[config.mk]
export PLATFORM = sky130hd
export DESIGN_NAME = ex_stage
export DESIGN_NICKNAME = d
export VERILOG_FILES = /design/src/rtl/ex_pkg.sv /design/src/rtl/ex_alu.sv /design/src/rtl/ex_stage.sv
export SDC_FILE = /design/constraint.sdc
export NUM_CORES = 1
export LEC_CHECK = 0
export CORE_UTILIZATION = 35
export CTS_CLUSTER_DIAMETER = 120
export DETAILED_ROUTE_END_ITERATION = 8
export GPL_TIMING_DRIVEN = 0
export PLACE_DENSITY_LB_ADDON = 0.25
export SKIP_LAST_GASP = 1
export SLEW_MARGIN = 20
export SYNTH_ARGS = -nofsm -noshare
export SYNTH_HDL_FRONTEND = slang
export SYNTH_SLANG_ARGS = --single-unit
[constraint.sdc]
create_clock -name clk_i -period 1.7 [get_ports clk_i]
set_input_delay 0.425 -clock clk_i [delete_from_list [all_inputs] [get_ports clk_i]]
set_output_delay 0.425 -clock clk_i [all_outputs]
set_load 0.05 [all_outputs]
[src/rtl/ex_pkg.sv]
// ex_pkg: shared types for the execute stage (ALU op encoding, result bundle, skid-buffer state).
package ex_pkg;
  localparam int DataWidth = 32;
  localparam int PcWidth = 64;
  typedef enum logic [2:0] {
    ALU_ADD, ALU_SUB, ALU_AND, ALU_OR, ALU_XOR, ALU_SLL, ALU_SRL, ALU_SRA
  } alu_op_e;
  typedef struct packed {
    logic [DataWidth-1:0] alu_result;
    logic [DataWidth-1:0] store_data;
    logic [PcWidth-1:0]   pc_imm;
    logic [3:0]           rd;
    logic                 reg_write;
    logic                 mem_write;
    logic                 mem_read;
    logic                 mem_to_reg;
    logic [2:0]           funct3;
  } ex_result_t;
  typedef enum logic [1:0] {EMPTY, ONE, TWO} skid_state_e;
endpackage

[src/rtl/ex_alu.sv]
// ex_alu: purely combinational 32-bit ALU; shifts use b[4:0], arithmetic wraps.
module ex_alu
  import ex_pkg::*;
(
  input  alu_op_e              op,
  input  logic [DataWidth-1:0] a,
  input  logic [DataWidth-1:0] b,
  output logic [DataWidth-1:0] y
);
  always_comb begin
    y = '0;
    unique case (op)
      ALU_ADD: y = a + b;
      ALU_SUB: y = a - b;
      ALU_AND: y = a & b;
      ALU_OR:  y = a | b;
      ALU_XOR: y = a ^ b;
      ALU_SLL: y = a << b[4:0];
      ALU_SRL: y = a >> b[4:0];
      ALU_SRA: y = $unsigned($signed(a) >>> b[4:0]);
    endcase
  end
endmodule

[src/rtl/ex_stage.sv]
// ex_stage: RISC-V execute stage with M/W operand forwarding (macro EX_FORWARDING_EN)
// and a 2-entry skid buffer toward the memory stage.
module ex_stage
  import ex_pkg::*;
(
  input  logic                 clk_i,
  input  logic                 reset_ni,
  input  logic                 flush_i,
  input  logic                 valid_i,
  output logic                 ready_o,
  input  logic [DataWidth-1:0] readData1_i,
  input  logic [DataWidth-1:0] readData2_i,
  input  logic [PcWidth-1:0]   immediate_i,
  input  logic [PcWidth-1:0]   PC_i,
  input  logic [3:0]           rd_i,
  input  logic [3:0]           rs1_i,
  input  logic [3:0]           rs2_i,
  input  logic                 RegWrite_i,
  input  logic                 MemWrite_i,
  input  logic                 MemRead_i,
  input  logic                 ALUSrc_i,
  input  logic                 MemToReg_i,
  input  logic [2:0]           ALUOp_i,
  input  logic [2:0]           funct3_i,
  input  logic [2:0]           I_Type_i,
  input  logic                 fwd_m_valid_i,
  input  logic [3:0]           fwd_m_rd_i,
  input  logic [DataWidth-1:0] fwd_m_data_i,
  input  logic                 fwd_w_valid_i,
  input  logic [3:0]           fwd_w_rd_i,
  input  logic [DataWidth-1:0] fwd_w_data_i,
  output logic                 valid_o,
  input  logic                 ready_i,
  output logic [DataWidth-1:0] alu_result_o,
  output logic [DataWidth-1:0] store_data_o,
  output logic [PcWidth-1:0]   pc_imm_o,
  output logic [3:0]           rd_o,
  output logic                 RegWrite_o,
  output logic                 MemWrite_o,
  output logic                 MemRead_o,
  output logic                 MemToReg_o,
  output logic [2:0]           funct3_o
);
  logic [DataWidth-1:0] rs1_val, rs2_val, op_b, alu_y;
  ex_result_t in_res, head, skid;
  skid_state_e state, state_d;
  logic push, pop;
`ifdef EX_FORWARDING_EN
  // M has priority over W since it holds the younger value; x0 never forwards.
  assign rs1_val = (fwd_m_valid_i && fwd_m_rd_i == rs1_i && rs1_i != '0) ? fwd_m_data_i :
                   (fwd_w_valid_i && fwd_w_rd_i == rs1_i && rs1_i != '0) ? fwd_w_data_i : readData1_i;
  assign rs2_val = (fwd_m_valid_i && fwd_m_rd_i == rs2_i && rs2_i != '0) ? fwd_m_data_i :
                   (fwd_w_valid_i && fwd_w_rd_i == rs2_i && rs2_i != '0) ? fwd_w_data_i : readData2_i;
  logic unused_ok;
  assign unused_ok = ^{I_Type_i};
`else
  assign rs1_val = readData1_i;
  assign rs2_val = readData2_i;
  logic unused_ok;
  assign unused_ok = ^{I_Type_i, rs1_i, rs2_i, fwd_m_valid_i, fwd_m_rd_i, fwd_m_data_i,
                       fwd_w_valid_i, fwd_w_rd_i, fwd_w_data_i};
`endif
  assign op_b = ALUSrc_i ? immediate_i[DataWidth-1:0] : rs2_val;
  ex_alu u_alu (.op(alu_op_e'(ALUOp_i)), .a(rs1_val), .b(op_b), .y(alu_y));
  assign in_res = '{alu_result: alu_y, store_data: rs2_val, pc_imm: PC_i + immediate_i,
                    rd: rd_i, reg_write: RegWrite_i, mem_write: MemWrite_i,
                    mem_read: MemRead_i, mem_to_reg: MemToReg_i, funct3: funct3_i};
  assign valid_o = state != EMPTY;
  assign ready_o = state != TWO;
  assign push = valid_i && ready_o && !flush_i;
  assign pop = valid_o && ready_i;
  always_comb begin
    state_d = state;
    if (flush_i) state_d = EMPTY;
    else if (state == EMPTY) state_d = push ? ONE : EMPTY;
    else if (state == ONE) state_d = (push && !pop) ? TWO : (!push && pop) ? EMPTY : ONE;
    else state_d = pop ? ONE : TWO;
  end
  always_ff @(posedge clk_i or negedge reset_ni) begin
    if (!reset_ni) begin
      state <= EMPTY;
      head <= '0;
      skid <= '0;
    end else begin
      state <= state_d;
      if (push && (state == EMPTY || pop)) head <= in_res;
      else if (state == TWO && pop) head <= skid;
      if (push && state == ONE && !pop) skid <= in_res;
    end
  end
  assign alu_result_o = head.alu_result;
  assign store_data_o = head.store_data;
  assign pc_imm_o = head.pc_imm;
  assign rd_o = head.rd;
  assign RegWrite_o = head.reg_write;
  assign MemWrite_o = head.mem_write;
  assign MemRead_o = head.mem_read;
  assign MemToReg_o = head.mem_to_reg;
  assign funct3_o = head.funct3;
endmodule
; Word-level counts from Yosys, hierarchy flattened
; Index checks and enable logic that the tools add are counted.
[totals]
wordCells = 66
register_bits = 280
out_inout_bits = 141
[classes]
muxes = 11
n_reduce_logical = 17
n_bitwise = 3
shift = 3
n_addsub = 3
n_eq_ne = 10
[ops]
columns = op, count
row1 = $mux 139, 2
row2 = $pmux 32 s8, 1
row3 = $add 64x64->64, 1
row4 = $add 32x32->32, 1
row5 = $and 32x32->32, 1
row6 = $mux 32, 1
row7 = $or 32x32->32, 1
row8 = $shl 32x5->32, 1
row9 = $shr 32x5->32, 1
row10 = $sshr 32x5->32, 1
row11 = $sub 32x32->32, 1
row12 = $xor 32x32->32, 1
row13 = $eq 3x3->1 const B, 4
row14 = $mux 2, 5
row15 = $logic_and 1x1->1, 9
row16 = $eq 3x2->1 const B, 2
row17 = $reduce_bool 2->1, 2
row18 = $eq 3x1->1 const B, 1
row19 = $logic_not 1->1, 3
row20 = $logic_not 3->1, 1
row21 = $eq 2x1->1 const B, 1
row22 = $eq 2x2->1 const B, 1
row23 = $logic_not 2->1, 1
row24 = $mux 1, 2
row25 = other kinds (2), 2

; Longest topological paths before layout
[logic_depth]
word_depth = 10
ltp_mapped = 24
depth_no_buf = 19

; By module
; A second synthesis with hierarchy kept.
[hier_totals]
cells_unflattened = 2939
hier_area_um2 = 23482.5
[by_module_without_submodules]
columns = module, area_each_um2, instances, cells_each, seq_area_each_um2
row1 = ex_stage, 15657.5, 1, 1869, 7006.7
row2 = ex_alu, 7825.0, 1, 1070, 0.0

; Least setup slack after synthesis
; Ideal clock, no wire load.
[synth_timing]
kind = input-to-reg
startpoint = input ALUSrc_i
endpoint = register skid[136] (netlist name)
arrival_time_ns = 4.814
slack_ns = -3.249
cell_stages = 24
required_ns = 1.565
n_path_buf = 5
path_cell_list = buf_6 -> buf_6 -> mux2i_4 -> clkbuf_1 -> clkbuf_1 -> ha_1 -> and3_1 -> nand2_1 -> nor2_1 -> and3_1 -> nor2_1 -> xnor2_1 -> ha_1 -> clkbuf_1 -> a21o_1 -> a21o_1 -> a21o_1 -> a21oi_1 -> o21ai_0 -> a31oi_1 -> xor2_1 -> nor2_1 -> nor4b_1 -> o21ai_0
[synth_via]
elab_chain_len = 3
elab_cells_between_ends = 10
classes_between = add/sub (2) / shift (3) / mux (2) / bitwise (3)
[synth_rtl]
columns = item, line
row1 = "start, declared", ex_stage.sv:21  ; input logic ALUSrc_i,
row2 = $mux 32 *, ex_stage.sv:63  ; assign op_b = ALUSrc_i ? immediate_i[DataWidth-1:0] : rs2_val;
row3 = "$sub 32x32->32, or another cell as far along", ex_alu.sv:14  ; ALU_SUB: y = a - b;
row4 = $pmux 32 s8 *, ex_alu.sv:12  ; unique case (op)
row5 = "end signal, assigned", ex_stage.sv:88  ; if (push && state == ONE && !pop) skid <= in_res;
row6 = "end, declared", ex_stage.sv:45  ; ex_result_t in_res, head, skid;
; Mark *: on every way between the ends. The rest lies on a longest branch, timed or not.
; A chain may end at the register's enable or synchronous reset.

; Worst setup path in the final report
[layout_timing]
startpoint = input readData2_i[2]
endpoint = register skid[137] (netlist name)
[layout_via]
elab_chain_len = 3
elab_cells_between_ends = 7
classes_between = add/sub (2) / shift (3) / mux (2)
[layout_rtl]
columns = item, line
row1 = "start, declared", ex_stage.sv:12  ; input logic [DataWidth-1:0] readData2_i,
row2 = $mux 32 *, ex_stage.sv:63
row3 = "$sub 32x32->32, or another cell as far along", ex_alu.sv:14
row4 = $pmux 32 s8 *, ex_alu.sv:12
; Marked as above.

==> impl_metrics.yaml <==
yosys:
  synth_edf_count: 0
  yosys-top-cells-count: "nand2_1 (688), dfrtp_1 (280), a21oi_1 (251), nor2_1 (191), o21ai_0 (189)"
  synth_top_cell_area_share_pct: 30.0
  ys_seq_elements: 280
  yosys.area.top_type: "dfrtp_1"
  synth.avg_cell_area_um2: 7.88
  ys.warnings.count: 0
  synth-async-reset-ratio_pct: 100
  syn_nets: 3420
  synth.most_common_cell: "nand2_1"
  synth.distinct_cells: 87
  yosys-top-cells-area: "dfrtp_1 (30%), nand2_1 (11%), ha_1 (8.6%), a21oi_1 (5.4%), mux2i_1 (4.4%)"
  syn-cell-area_um2: 23300
  netlist_instances: 2960
  yosysSeqAreaShare_pct: 30.0
  synth_ff_type: "dfrtp_1"
routing:
  avgViaCountPerCell: 5.96
  wl_per_cell_um: 26.8
  detail_route.wirelength_um: 120000
  num_vias: 26600
  drc: 0
  ant_nets: 0
  drt-pass1-iter-count: 7
  drt_iter0_drc: 2851
power:
  p_leak_nw: 15.6
  vdd_drop_max_mv: 0.697
  swShare_pct: 43.0
  p_comb_share_pct: 50.8
  power_frac_seq_pct: 27.9
  p_clk_share_pct: 21.3
  intPower_mw: 19.7
  p_switching_mw: 14.9
  power_density_nw_per_um2: 975
sta:
  min_period_ns: 3.98
  clock.fmax_ghz: 0.251
  holdWs_ns: 0.136
  worst_pin_slew_ns: 1.33
  worst_slack_ns: -2.28
  slew_headroom_pct: 11.4
  rsz0062_at_grt: "true"
  setup_viol: 418
  hold_viol_final: 0
  clock_skew_ns: 0.0266
  maxSlewViolCount: 0
  period_share_pct: 234
  finalSetupTns_ns: -288.21
global_route:
  track_usage_pct: 33.6
  overflow: 0
  grt_pass1_vias: 25300
  use_met3_pct: 8.69
  grt_pass1_wl_um: 169000
  grt.met1_usage_pct: 44.5
  grt_max_degree: 94
  top_usage_layer: "met2"
  grt_use_met2_pct: 50.6
  antenna_found_initial: 4
worst_setup_path:
  crit_type: "in2reg"
  regToRegSetupSlack_ns: -0.55
  reg2reg_from: "state[0]$_DFF_PN0_"
  cpMostUsedCell: "a21oi_2"
  end_kind: "flop"
  path_max_fanout: 5
  path_cells: "clkdlybuf4s15_2 > nor3_4 > o21ai_4 > or4b_4 > nor2_4 > a31oi_2 > xnor2_1 > ha_2 > a21oi_2 > o211ai_1 > a311o_1 > o21a_4 > a211oi_4 > a21oi_2 > mux2i_2 > a21oi_2 > o21ai_1"
  start_kind: "primary input"
  cp.arrival_ns: 4.39
  worstRegToRegCells: 8
  slowest_stage: "or4b_4"
  slowest_delay_ns: 0.59
  cp.required_ns: 2.10
  r2r_end: "skid[109]$_DFFE_PN0P_"
flow_run:
  drv_cap: 0
clock_tree:
  h-tree-depth: 2
  clockRootBuffer: "clkbuf_16"
  cts_buffer_depth: 3
  cts_buffers: 35
  insertion_delay_ns: 0.56
  clkTransAtPathRegs_ns: 0.06
  clock-sinks: 280
  cts_tree: "built"
floorplanning:
  die_area_um2: 67700
  die-height_um: 260
  core-area_um2: 65900
  rows: 94
  start_util_pct: 35.4
  io_pins: 438
  die_w_um: 260
hold_path:
  holdPathStages: 3
  min_to: "skid[75]$_DFFE_PN0P_"
  hold_start: "readData2_i[0]"
  hold_class: "in2reg"
finish:
  n_fill_cell: 6063
  final_nets: 4031
  area_delta_synth_final_pct: 52.1
  layout-drive-gt1-share_pct: 27.7
run_status:
  violations: "negative setup slack"
  status: "finished with violations"
place:
  port_buffers: 349
  gp_congestion: 1.10
  dp.final_hpwl_um: 88100
[flip-flops by register name, indices dropped and copies added (netlist names), 2 cells and up]
register,count
state,2
pc_imm_o,64
skid,139
store_data_o,32
funct3_o,3
rd_o,4
alu_result_o,32
[placed cells by master (no fill, tap or decap), types with 27 or more instances in the layout]
| cell | instances |
|---|---|
| a22oi_1 | 53 |
| o21ai_1 | 83 |
| o21ai_0 | 89 |
| a21oi_4 | 27 |
| dfrtp_1 | 279 |
| clkdlybuf4s50_1 | 247 |
| dlygate4sd2_1 | 37 |
| a21o_1 | 72 |
| clkbuf_16 | 41 |
| mux2i_1 | 69 |
| a21oi_1 | 169 |
| buf_4 | 180 |
| buf_6 | 86 |
| ha_1 | 102 |
| and3_1 | 54 |
| clkbuf_1 | 71 |
| buf_2 | 42 |
| nand2_1 | 654 |
| ha_4 | 47 |
| nand4_1 | 34 |
| buf_12 | 34 |
| inv_1 | 80 |
| a21oi_2 | 55 |
| nor2_1 | 161 |
| o211ai_1 | 30 |
| a31oi_1 | 52 |
| xnor2_1 | 44 |
[final cells by class]
| class | instances | area (µm²) | share of cell area [%] |
|---|---|---|---|
| multi-input cells | 2387 | 18700 | 52.6 |
| flip-flops and latches | 280 | 7010 | 19.8 |
| repair buffers | 603 | 5760 | 16.2 |
| plain buffers | 170 | 1450 | 4.10 |
| well taps | 864 | 1080 | 3.05 |
| clock buffers | 51 | 1030 | 2.90 |
| inverters | 94 | 384 | 1.08 |
| clock inverters | 13 | 100 | 0.282 |
| diodes | 2 | 5.00 | 0.0141 |
[worst max-delay path, delay by kind of cell]
| family | cells | cell delay (ns) |
|---|---|---|
| AOI/OAI and AO/OA | 10 | 1.88 |
| xor gates and xnor gates | 1 | 0.21 |
| adders and majority gates | 1 | 0.31 |
| buffers and inverters | 1 | 0.30 |
| muxes | 1 | 0.16 |
| and+or+nand+nor | 3 | 1.07 |
[timing repair]
| item | in CTS | in global routing |
|---|---|---|
| buffers inserted | 179 | 80 |
| pin swaps | 227 | 210 |
| endpoints found under the hold margin | 24 | 0 |
| gates resized for setup | 821 | 431 |
| hold buffers | 1 | 0 |
| gates cloned | 0 | 6 |
| setup endpoints to repair | 419 | 418 |
[cell families after synthesis]
group | after synthesis | share of synthesized area, %
multiplexers | 162 | 8.73
buffers and inverters | 294 | 5.14
XOR/XNOR | 116 | 4.39
AND/OR/NAND/NOR | 1094 | 19.8
flip-flops | 280 | 30.0
AO/OA/AOI/OAI | 851 | 23.1
adder cells (fa/ha/maj) | 163 | 8.81
[through the flow]
stage,utilization (%),total power [mW],std cells,instance area (µm²),setup slack [ns]
final,53.9,34.6,4464,35500,-2.28
after CTS,51.0,33.2,4393,33600,-2.18
after global routing,53.9,36.0,4462,35500,-2.37
after global placement,43.7,23.8,4173,28800,-12.49
after floorplan,-,18.5,2960,24200,-2.59
after detailed placement,43.9,23.9,4176,28900,-4.51
[routing by layer]
| layer | part of all wire [%] | up-vias |
|---|---|---|
| met2 | 43 | 1466 |
| met3 | 10 | 363 |
| met5 | 0.058 | - |
| li1 | - | 11700 |
| met1 | 41 | 13000 |
| met4 | 5.8 | 6 |
[worst max-delay path by stage]
stage                    from                            to  slack [ns]  cells after the start
2_1_floorplan        ALUSrc_i         skid[138]$_DFFE_PN0P_       -2.59                     24
3_3_place_gp         reset_ni  alu_result_o[10]$_DFFE_PN0P_      -12.49                      1
3_5_place_dp       ALUOp_i[2]         skid[137]$_DFFE_PN0P_       -4.51                     17
4_1_cts              ALUSrc_i  alu_result_o[27]$_DFFE_PN0P_       -2.18                     22
5_1_grt              ALUSrc_i         skid[137]$_DFFE_PN0P_       -2.37                     18
6_report       readData2_i[2]         skid[137]$_DFFE_PN0P_       -2.28                     17
[power by group through the flow]
stage,sequential (mW),combinational [mW],clock (mW)
after global placement,9.70,14.1,0
final,9.66,17.6,7.35
after CTS,9.62,16.1,7.44
after detailed placement,9.71,14.2,0
after floorplan,12.2,6.32,0
after global routing,9.86,18.4,7.74
Power figures use the tool's default switching activity.
